==> src/rtl/digit_layout.sv <==
`default_nettype none
// ============================================================================
// Module      : digit_layout
// Description : Maps raster coordinates onto a four-digit HH:MM clock face
//               with a blinking colon, tear-free time updates at frame start.
// Revision    : 1.0 - initial release
// ============================================================================
module digit_layout #(
    parameter int PIX_X_W      = 12,
    parameter int PIX_Y_W      = 12,
    parameter int ORG_X        = 160,
    parameter int ORG_Y        = 190,
    parameter int DIG_W        = 80,
    parameter int DIG_H        = 100,
    parameter int GAP          = 16,
    parameter int COLON_W      = 32,
    parameter int DOT          = 12,
    parameter int BLINK_FRAMES = 30,
    parameter int BLANK_LZ     = 1
) (
    input  logic               clk_i,
    input  logic               rst_i,
    input  logic [15:0]        time_i,
    input  logic               time_vld_i,
    input  logic [PIX_X_W-1:0] pix_x_i,
    input  logic [PIX_Y_W-1:0] pix_y_i,
    input  logic               pix_vld_i,
    input  logic               sof_i,
    output logic [3:0]         num_o,
    output logic [PIX_X_W-1:0] pos_x_o,
    output logic [PIX_Y_W-1:0] pos_y_o,
    output logic               in_digit_o,
    output logic               colon_o,
    output logic               vld_o,
    output logic               bad_time_o
);

    localparam int C_PITCH = DIG_W + GAP;
    localparam int C_CNT_W = (BLINK_FRAMES > 1) ? $clog2(BLINK_FRAMES) : 1;

    // All region bounds held at 32 bits so ORG+offset can never wrap.
    localparam logic [31:0] C_X0  = 32'(ORG_X);
    localparam logic [31:0] C_X1  = 32'(ORG_X + C_PITCH);
    localparam logic [31:0] C_XC  = 32'(ORG_X + 2 * C_PITCH);
    localparam logic [31:0] C_X2  = 32'(ORG_X + 2 * C_PITCH + COLON_W);
    localparam logic [31:0] C_X3  = 32'(ORG_X + 3 * C_PITCH + COLON_W);
    localparam logic [31:0] C_Y0  = 32'(ORG_Y);
    localparam logic [31:0] C_DW  = 32'(DIG_W);
    localparam logic [31:0] C_DH  = 32'(DIG_H);
    localparam logic [31:0] C_CW  = 32'(COLON_W);
    localparam logic [31:0] C_B1  = 32'(DIG_H / 3);
    localparam logic [31:0] C_B2  = 32'(2 * DIG_H / 3);
    localparam logic [31:0] C_DOT = 32'(DOT);
    localparam logic [C_CNT_W-1:0] C_CNT_LAST = C_CNT_W'(BLINK_FRAMES - 1);

    if (DIG_W * DIG_H > 8192) begin : g_cell_size_check
        $error("digit_layout: DIG_W*DIG_H must not exceed 8192");
    end

    logic [1:0]         r_rst_sync;
    logic               w_rst_n;

    logic [15:0]        r_pending;
    logic [15:0]        r_active;
    logic [C_CNT_W-1:0] r_cnt;
    logic               r_phase;

    logic               w_time_ok;
    logic               w_accept;
    logic               w_sof;
    logic [15:0]        w_active_nxt;
    logic [C_CNT_W-1:0] w_cnt_nxt;
    logic               w_phase_nxt;

    logic [31:0]        w_px;
    logic [31:0]        w_py;
    logic [31:0]        w_dy;
    logic               w_in_y;
    logic [3:0]         w_hit;
    logic               w_colon_hit;
    logic [PIX_X_W-1:0] w_off_x;

    logic               r_s1_vld;
    logic [3:0]         r_s1_hit;
    logic               r_s1_colon;
    logic [PIX_X_W-1:0] r_s1_off_x;
    logic [PIX_Y_W-1:0] r_s1_off_y;
    logic [15:0]        r_s1_time;
    logic               r_s1_phase;

    logic [3:0]         w_nib;
    logic               w_show;

    logic [3:0]         r_num;
    logic [PIX_X_W-1:0] r_pos_x;
    logic [PIX_Y_W-1:0] r_pos_y;
    logic               r_in_digit;
    logic               r_colon;
    logic               r_vld;
    logic               r_bad;

    // Assertion is immediate through the synchroniser flops; release is clocked.
    always_ff @(posedge clk_i or negedge rst_i) begin
        if (!rst_i) r_rst_sync <= 2'b00;
        else        r_rst_sync <= {r_rst_sync[0], 1'b1};
    end
    assign w_rst_n = r_rst_sync[1];

    assign w_time_ok = (time_i[15:12] <= 4'd9) && (time_i[11:8] <= 4'd9) &&
                       (time_i[7:4]   <= 4'd9) && (time_i[3:0]  <= 4'd9);
    assign w_accept  = time_vld_i && w_time_ok;
    assign w_sof     = sof_i && pix_vld_i;

    always_comb begin
        w_active_nxt = r_active;
        w_cnt_nxt    = r_cnt;
        w_phase_nxt  = r_phase;
        if (w_sof) begin
            w_active_nxt = w_accept ? time_i : r_pending;
            if (r_cnt == C_CNT_LAST) begin
                w_cnt_nxt   = '0;
                w_phase_nxt = ~r_phase;
            end else begin
                w_cnt_nxt = r_cnt + 1'b1;
            end
        end
    end

    assign w_px   = 32'(pix_x_i);
    assign w_py   = 32'(pix_y_i);
    assign w_dy   = w_py - C_Y0;
    assign w_in_y = pix_vld_i && (w_py >= C_Y0) && (w_py < C_Y0 + C_DH);

    assign w_hit[0] = w_in_y && (w_px >= C_X0) && (w_px < C_X0 + C_DW);
    assign w_hit[1] = w_in_y && (w_px >= C_X1) && (w_px < C_X1 + C_DW);
    assign w_hit[2] = w_in_y && (w_px >= C_X2) && (w_px < C_X2 + C_DW);
    assign w_hit[3] = w_in_y && (w_px >= C_X3) && (w_px < C_X3 + C_DW);

    assign w_colon_hit = w_in_y && (w_px >= C_XC) && (w_px < C_XC + C_CW) &&
                         (((w_dy >= C_B1) && (w_dy < C_B1 + C_DOT)) ||
                          ((w_dy >= C_B2) && (w_dy < C_B2 + C_DOT)));

    always_comb begin
        w_off_x = '0;
        if (w_hit[0])      w_off_x = PIX_X_W'(w_px - C_X0);
        else if (w_hit[1]) w_off_x = PIX_X_W'(w_px - C_X1);
        else if (w_hit[2]) w_off_x = PIX_X_W'(w_px - C_X2);
        else if (w_hit[3]) w_off_x = PIX_X_W'(w_px - C_X3);
    end

    // Stage 1 snapshots the post-sof time/phase so a frame's last pixels
    // can never pick up the next frame's value.
    always_comb begin
        w_nib = 4'd0;
        case (r_s1_hit)
            4'b0001: w_nib = r_s1_time[15:12];
            4'b0010: w_nib = r_s1_time[11:8];
            4'b0100: w_nib = r_s1_time[7:4];
            4'b1000: w_nib = r_s1_time[3:0];
            default: w_nib = 4'd0;
        endcase
    end

    assign w_show = (|r_s1_hit) &&
                    !((BLANK_LZ != 0) && r_s1_hit[0] && (r_s1_time[15:12] == 4'd0));

    always_ff @(posedge clk_i or negedge w_rst_n) begin
        if (!w_rst_n) begin
            r_pending  <= '0;
            r_active   <= '0;
            r_cnt      <= '0;
            r_phase    <= 1'b1;
            r_s1_vld   <= 1'b0;
            r_s1_hit   <= '0;
            r_s1_colon <= 1'b0;
            r_s1_off_x <= '0;
            r_s1_off_y <= '0;
            r_s1_time  <= '0;
            r_s1_phase <= 1'b0;
            r_num      <= '0;
            r_pos_x    <= '0;
            r_pos_y    <= '0;
            r_in_digit <= 1'b0;
            r_colon    <= 1'b0;
            r_vld      <= 1'b0;
            r_bad      <= 1'b0;
        end else begin
            if (w_accept) r_pending <= time_i;
            r_active   <= w_active_nxt;
            r_cnt      <= w_cnt_nxt;
            r_phase    <= w_phase_nxt;
            r_bad      <= time_vld_i && !w_time_ok;

            r_s1_vld   <= pix_vld_i;
            r_s1_hit   <= w_hit;
            r_s1_colon <= w_colon_hit;
            r_s1_off_x <= w_off_x;
            r_s1_off_y <= (|w_hit) ? PIX_Y_W'(w_dy) : '0;
            r_s1_time  <= w_active_nxt;
            r_s1_phase <= w_phase_nxt;

            r_num      <= w_show ? w_nib : 4'd0;
            r_pos_x    <= w_show ? r_s1_off_x : '0;
            r_pos_y    <= w_show ? r_s1_off_y : '0;
            r_in_digit <= w_show;
            r_colon    <= r_s1_colon && r_s1_phase;
            r_vld      <= r_s1_vld;
        end
    end

    assign num_o      = r_num;
    assign pos_x_o    = r_pos_x;
    assign pos_y_o    = r_pos_y;
    assign in_digit_o = r_in_digit;
    assign colon_o    = r_colon;
    assign vld_o      = r_vld;
    assign bad_time_o = r_bad;

endmodule
`default_nettype wire

==> config.mk <==
export PLATFORM = sky130hd
export DESIGN_NAME = digit_layout
export DESIGN_NICKNAME = d
export VERILOG_FILES = /design/src/rtl/digit_layout.sv
export SDC_FILE = /design/constraint.sdc
export NUM_CORES = 1
export LEC_CHECK = 0
export ABC_AREA = 1
export CAP_MARGIN = 20
export CORE_UTILIZATION = 35
export CTS_BUF_LIST = sky130_fd_sc_hd__clkbuf_2 sky130_fd_sc_hd__clkbuf_4 sky130_fd_sc_hd__clkbuf_8
export DETAILED_ROUTE_END_ITERATION = 12
export SLEW_MARGIN = 0
export SYNTH_ARGS = -nofsm -noshare
export SYNTH_HDL_FRONTEND = slang
export SYNTH_SLANG_ARGS = --single-unit
export TNS_END_PERCENT = 100
==> constraint.sdc <==
create_clock -name clk_i -period 3.7 [get_ports clk_i]
set_input_delay 0.74 -clock clk_i [delete_from_list [all_inputs] [get_ports clk_i]]
set_output_delay 0.74 -clock clk_i [all_outputs]
set_load 0.01 [all_outputs]
==> results.toml, run 1 <==
[run_status]
status = "complete, no violations"

[route]
wl_per_cell_um = 12.8
met1_length_mm = 4.99
vias = 3859
first_pass_iters = 4
wl_met2_mm = 5.17
wl_met3_um = 487
drt_iter0_markers = 210
ant_nets = 0
wl_mm = 10.8
highest_layer = "met4"
vias_per_cell = 4.55
route.detailed.drc = 0

[worst_hold_path]
min_path_type = "reg2async"

[cells_and_area]
fin_nets = 726
area_delta_synth_final_pct = 24.1
antenna_cells = 0
drive_above_1_share_pct = 7.44

[job]
maxCapViolations = 0

[sta]
period_share_pct = 73.0
finalHoldViolations = 0
relSlewSlack_pct = 62.5
rsz0062_at_grt = "false"
finalClockSkew_ns = 0.00995
finalMaxSlewViolations = 0
period_needed_ns = 2.70
final-setup-viol-count = 0
tns_ns = 0
fmax_mhz = 370
worst_pin_slew_ns = 0.556

[setup_path]
cp_cell_sequence = "clkdlybuf4s50_1 > inv_1 > ha_1 > nand2_1 > inv_1 > nand3_1 > nor2_1 > nor2_1 > nor2_1 > nand2_1 > nand3_2 > nor2_4 > nor2_1"
required_ns = 3.93
crit_top_cell = "nor2_1"
slowest_stage = "clkdlybuf4s50_1"
critPathLaunchType = "primary input"
arrival_ns = 2.93
slowest_delay_ns = 0.75
cp-end-kind = "flop"
crit_type = "in2reg"
worstPathMaxFanout = 14

[yosys]
synth_top_cell_by_area = "dfrtp_1"
ys_top_cells_by_area = "dfrtp_1, nand2_1, inv_1"
syn-cell-area_um2 = 4910
ys_seq_area_share_pct = 52.5
avgSynthCellArea_um2 = 8.36
ys_seq_elements = 103
ys_types = 34
ys_warn_count = 0
synth_top_cell_area_share_pct = 52.0
syn_inst = 587

[global_route]
grt_max_degree = 45
groute.usage.overall_pct = 15.9
grt_first_pass_wirelength_mm = 18.0
grt_pass1_vias = 3699
antenna_found_initial = 0
grt-ovfl-total = 0

[clock_network]
cts_buffer_depth = 2
htreeDepth = 3
cts.sinks = 103
ctsResizeCount = 0
cts_tree = "done"
clk_pin_slew_ns = 0.09
cts_buffers = 9
clkLatencyLatePin_ns = 0.36
post_cts_buffers = 0
hold_buffers = 0
ctsRootBufferMaster = "clkbuf_8"

[floorplan]
rows = 42
die_h_um = 120
dieArea_um2 = 14500
ioPinCount = 77
fp.dieW_um = 120
core-area_um2 = 13500
start_util_pct = 36.5

[place]
gp_congestion = 0.889
hpwl_mm = 8.33
portBuffers = 76

[power_and_ir_drop]
p_per_area_nw_per_um2 = 390
p_leak_uw = 0.00299
power.total_uw = 2380
vdd_drop_max_v = 0.000168
[metrics by stage]
step                      instances  utilization (%)  worst slack, ns  instance area (µm²)  hold WS (ns)
after global placement          831             43.6            0.656                 5860         0.265
after global routing            848             45.3            0.831                 6090         0.293
after floorplan                 589                -            0.620                 4920         0.331
after detailed placement        831             43.6            0.621                 5860         0.266
final                           848             45.3            0.998                 6090         0.254
after CTS                       847             45.2             1.02                 6080         0.275
[layout by cell type (no fill, tap or decap), types with 3 or more instances in the layout]
cell type / n
clkdlybuf4s50_1: 76
a221o_1: 4
o211ai_1: 3
ha_1: 14
nor2_2: 5
nor3_1: 8
nand2_2: 4
dfrtp_1: 101
nand3_1: 36
nand3_2: 4
clkbuf_8: 12
nand2_1: 131
a31oi_1: 5
a21oi_1: 8
inv_1: 89
o22ai_1: 6
xor2_1: 15
conb_1: 4
nor2_4: 5
nor2_1: 89
inv_2: 3
buf_4: 4
nand4_1: 3
o21ai_0: 25
[worst max-delay path: cells and delay by family]
| family | cells | cell delay [ns] |
|---|---|---|
| adder cells (fa/ha/maj) | 1 | 0.27 |
| buffers and inverters | 3 | 0.91 |
| AND/OR/NAND/NOR | 9 | 1.00 |
[where the power goes]
part	switching, µW	internal [µW]	leakage, µW	total, µW
sequential	61.9	1240	0.00136	1300
combinational	207	142	0.00152	348
clock	347	384	0.000110	731
total	616	1760	0.00299	2380
[final cells by class]
class | instances | area (µm²)
clock buffer | 14 | 180
multi-input combinational | 378 | 1910
tap | 176 | 220
inverter | 94 | 358
clock inverter | 2 | 37.5
fill | 1327 | 7360
sequential | 103 | 2580
timing repair buffer | 81 | 806
[layer usage]
layer / up-vias / GRT usage, %
li1: 1958 / -
met1: 1793 / 21.0
met2: 94 / 26.0
met3: 14 / 3.16
met4: 0 / 5.25
met5: - / 0
[sequential cells by signal (all words and copies together) (netlist names)]
signal      cells
r_s1_off_y     12
r_rst_sync      2
pos_x_o        12
r_phase         1
r_s1_off_x     12
r_cnt           5
r_s1_vld        1
r_s1_phase      1
r_s1_colon      1
in_digit_o      1
r_s1_time      16
r_s1_hit        4
colon_o         1
bad_time_o      1
vld_o           1
num_o           4
pos_y_o        12
r_pending      16
[path summary, 6_finish.rpt]
path	cells past startpoint	slack (ns)	start	endpoint
max	13	1.0	pix_x_i[5]	r_s1_off_x[4]
min	0	0.25	r_rst_sync[1]	pos_y_o[9]
max reg2reg	5	2.35	r_s1_hit[0]	pos_x_o[7]
min reg2reg	0	0.25	r_rst_sync[1]	pos_y_o[9]
max in group asynchronous	1	2.56	r_rst_sync[1]	r_s1_time[12]
min in group clk_i	0	0.37	r_rst_sync[0]	r_rst_sync[1]
[logic make-up after synthesis]
kind of cell / synth area share (%)
AOI/OAI and AO/OA: 6.75
xor gates and xnor gates: 3.03
adders and majority gates: 3.57
buffers and inverters: 8.79
DFF: 52.5
other: 0.153
and+or+nand+nor: 25.2
[cells in the mapped netlist, drive strengths merged]
| library cell | count |
|---|---|
| inv | 94 |
| ha | 14 |
| o22ai | 6 |
| o21bai | 1 |
| o211ai | 3 |
| a221o | 4 |
| o21ai | 28 |
| dfstp | 1 |
| buf | 8 |
| a21oi | 9 |
| nor3 | 8 |
| xnor2 | 2 |
| nand2 | 136 |
| nand3 | 40 |
| nand3b | 1 |
| a31oi | 5 |
| conb | 2 |
| nor2 | 99 |
| nand4 | 3 |
| clkbuf | 6 |
| dfrtp | 102 |
| xor2 | 15 |
(Power assumes the default switching activity.)
==> run 2, diff against run 1 <==
==> constraint.sdc (replaced) <==
create_clock -name clk_i -period 2.4 [get_ports clk_i]
set_input_delay 0.48 -clock clk_i [delete_from_list [all_inputs] [get_ports clk_i]]
set_output_delay 0.48 -clock clk_i [all_outputs]
set_load 0.01 [all_outputs]
==> run 2 against run 1 <==
Effect of this change: utilization grew 1.7 points; critical endpoint is now r_s1_off_x[10]; routed wire length is 0.21% higher; hold slack gained 0.025 ns; design area up 3.7%; largest cell class unchanged.
==> results.toml, run 2 (synthesis gave the netlist of run 1 again) <==
[cells_and_area]
antenna_cells = 0
area_delta_synth_final_pct = 28.7
drive_above_1_share_pct = 11.8
fin_util_pct = 47.0
layout_commonest_cell = "nand2_1"
fin_nets = 759
reg_top3 = "r_pending x16, r_s1_time x16"
final_cell_area_um2 = 6320
final_cell_mix = "nand2_1, dfrtp_1, inv_1, nor2_1, clkdlybuf4s50_1"
nFillCells = 1312

[clock_network]
cts_tree = "done"
ctsRootBufferMaster = "clkbuf_8"
htreeDepth = 3
clk_pin_slew_ns = 0.08
cts_buffers = 9
cts.sinks = 103
clkLatencyLatePin_ns = 0.36
hold_buffers = 0
ctsResizeCount = 0
post_cts_buffers = 0
cts_buffer_depth = 2

[floorplan]
core-area_um2 = 13500
start_util_pct = 36.5
die_h_um = 120
fp.dieW_um = 120
ioPinCount = 77
rows = 42
dieArea_um2 = 14500

[sta]
period_needed_ns = 2.09
period_share_pct = 87.1
tns_ns = 0
finalMaxSlewViolations = 0
worst_pin_slew_ns = 0.522
relSlewSlack_pct = 65.2
final-setup-viol-count = 0
fmax_mhz = 478
rsz0062_at_grt = "false"
finalClockSkew_ns = 0.0145
finalHoldViolations = 0

[power_and_ir_drop]
comb_power_share_pct = 16.3
switchingPower_uw = 983
p_per_area_nw_per_um2 = 565
p_int_uw = 2590
p_leak_uw = 0.00315
clkPwrFrac_pct = 27.9
p_seq_share_pct = 55.8
p_sw_share_pct = 27.5
power.total_uw = 3570
vdd_drop_max_v = 0.000241

[route]
first_pass_iters = 4
vias_per_cell = 4.48
vias = 3945
wl_per_cell_um = 12.3
ant_nets = 0
wl_mm = 10.8
route.detailed.drc = 0
drt_iter0_markers = 240

[setup_path]
crit_type = "in2reg"
required_ns = 2.70
critPathLaunchType = "primary input"
r2r_start = "r_cnt[1]"
cp-end-kind = "flop"
arrival_ns = 2.39
worstSetupStartpoint = "pix_x_i[8]"
reg2reg_setup_slack_ns = 1.03
worstPathMaxFanout = 5

[run_status]
status = "complete, no violations"

[global_route]
antenna_found_initial = 0
groute.usage.overall_pct = 16.1
grt_pass1_vias = 3828
grt_max_degree = 102
grt-ovfl-total = 0
grt_first_pass_wirelength_mm = 18.4

[worst_hold_path]
min_path_type = "in2async"

[place]
portBuffers = 76
dpl_cell_area_um2 = 6120
gp_congestion = 0.928
hpwl_mm = 8.35

[job]
maxCapViolations = 0
run 2: layout make-up:
type	count	area, µm²	area share (%)
Clock buffer	11	151	2.40
Timing Repair Buffer	114	1070	16.9
Tap cell	176	220	3.48
Clock inverter	5	32.5	0.515
Inverter	94	358	5.66
Multi-Input combinational cell	378	1910	30.2
Sequential cell	103	2580	40.9
run 2: final timing paths:
path                                  end  depth (start not counted)
setup / recovery           r_s1_off_x[10]                         14
hold / removal              r_rst_sync[1]                          1
setup reg to reg                  r_phase                          5
hold reg to reg             r_rst_sync[1]                          0
max in group asynchronous    r_pending[9]                          1
min in group clk_i          r_rst_sync[1]                          0
run 2: through the flow:
step	std cells	setup slack (ns)	hold WS, ns
2_1_floorplan	589	0.532	0.184
3_3_place_gp	864	-0.0538	0.336
3_5_place_dp	864	-0.0721	0.341
4_1_cts	880	0.326	0.259
5_1_grt	881	0.146	0.265
6_report	881	0.309	0.280
run 2: critical path, cell delays in order:
cell             delay [ns]
clkdlybuf4s50_1        0.56
ha_1                   0.24
nand2_1                0.08
inv_1                  0.06
nand3_1                0.07
nor2_1                 0.11
nor2_1                 0.05
nor2_1                 0.10
nand2_1                0.15
nor2_1                 0.21
nand2_1                0.10
nand3_1                0.08
nand2_1                0.05
nand2_1                0.05
run 2: power groups by stage:
stage | Sequential (µW) | Combinational, µW | Clock (µW)
2_1_floorplan | 2020 | 330 | 0
3_3_place_gp | 2020 | 573 | 0
3_5_place_dp | 2030 | 590 | 0
4_1_cts | 1990 | 592 | 1030
5_1_grt | 2010 | 669 | 1110
6_report | 1990 | 582 | 997
run 2: routing by layer:
| metal | up-vias | global-route usage, % | wire, µm |
|---|---|---|---|
| li1 | 2027 | - | - |
| met1 | 1836 | 21.8 | 5220 |
| met2 | 71 | 26.5 | 5150 |
| met3 | 11 | 2.12 | 360 |
| met4 | 0 | 5.56 | 127 |
| met5 | - | 0 | 0 |
==> run 3, diff against run 2 <==
--- a/config.mk
+++ b/config.mk
@@ -10,6 +10,7 @@
 export CORE_UTILIZATION = 35
 export CTS_BUF_LIST = sky130_fd_sc_hd__clkbuf_2 sky130_fd_sc_hd__clkbuf_4 sky130_fd_sc_hd__clkbuf_8
 export DETAILED_ROUTE_END_ITERATION = 12
+export SKIP_LAST_GASP = 1
 export SLEW_MARGIN = 0
 export SYNTH_ARGS = -nofsm -noshare
 export SYNTH_HDL_FRONTEND = slang
==> results of run 3 <==
Final layout, timing and power as in run 2 (identical DEF).
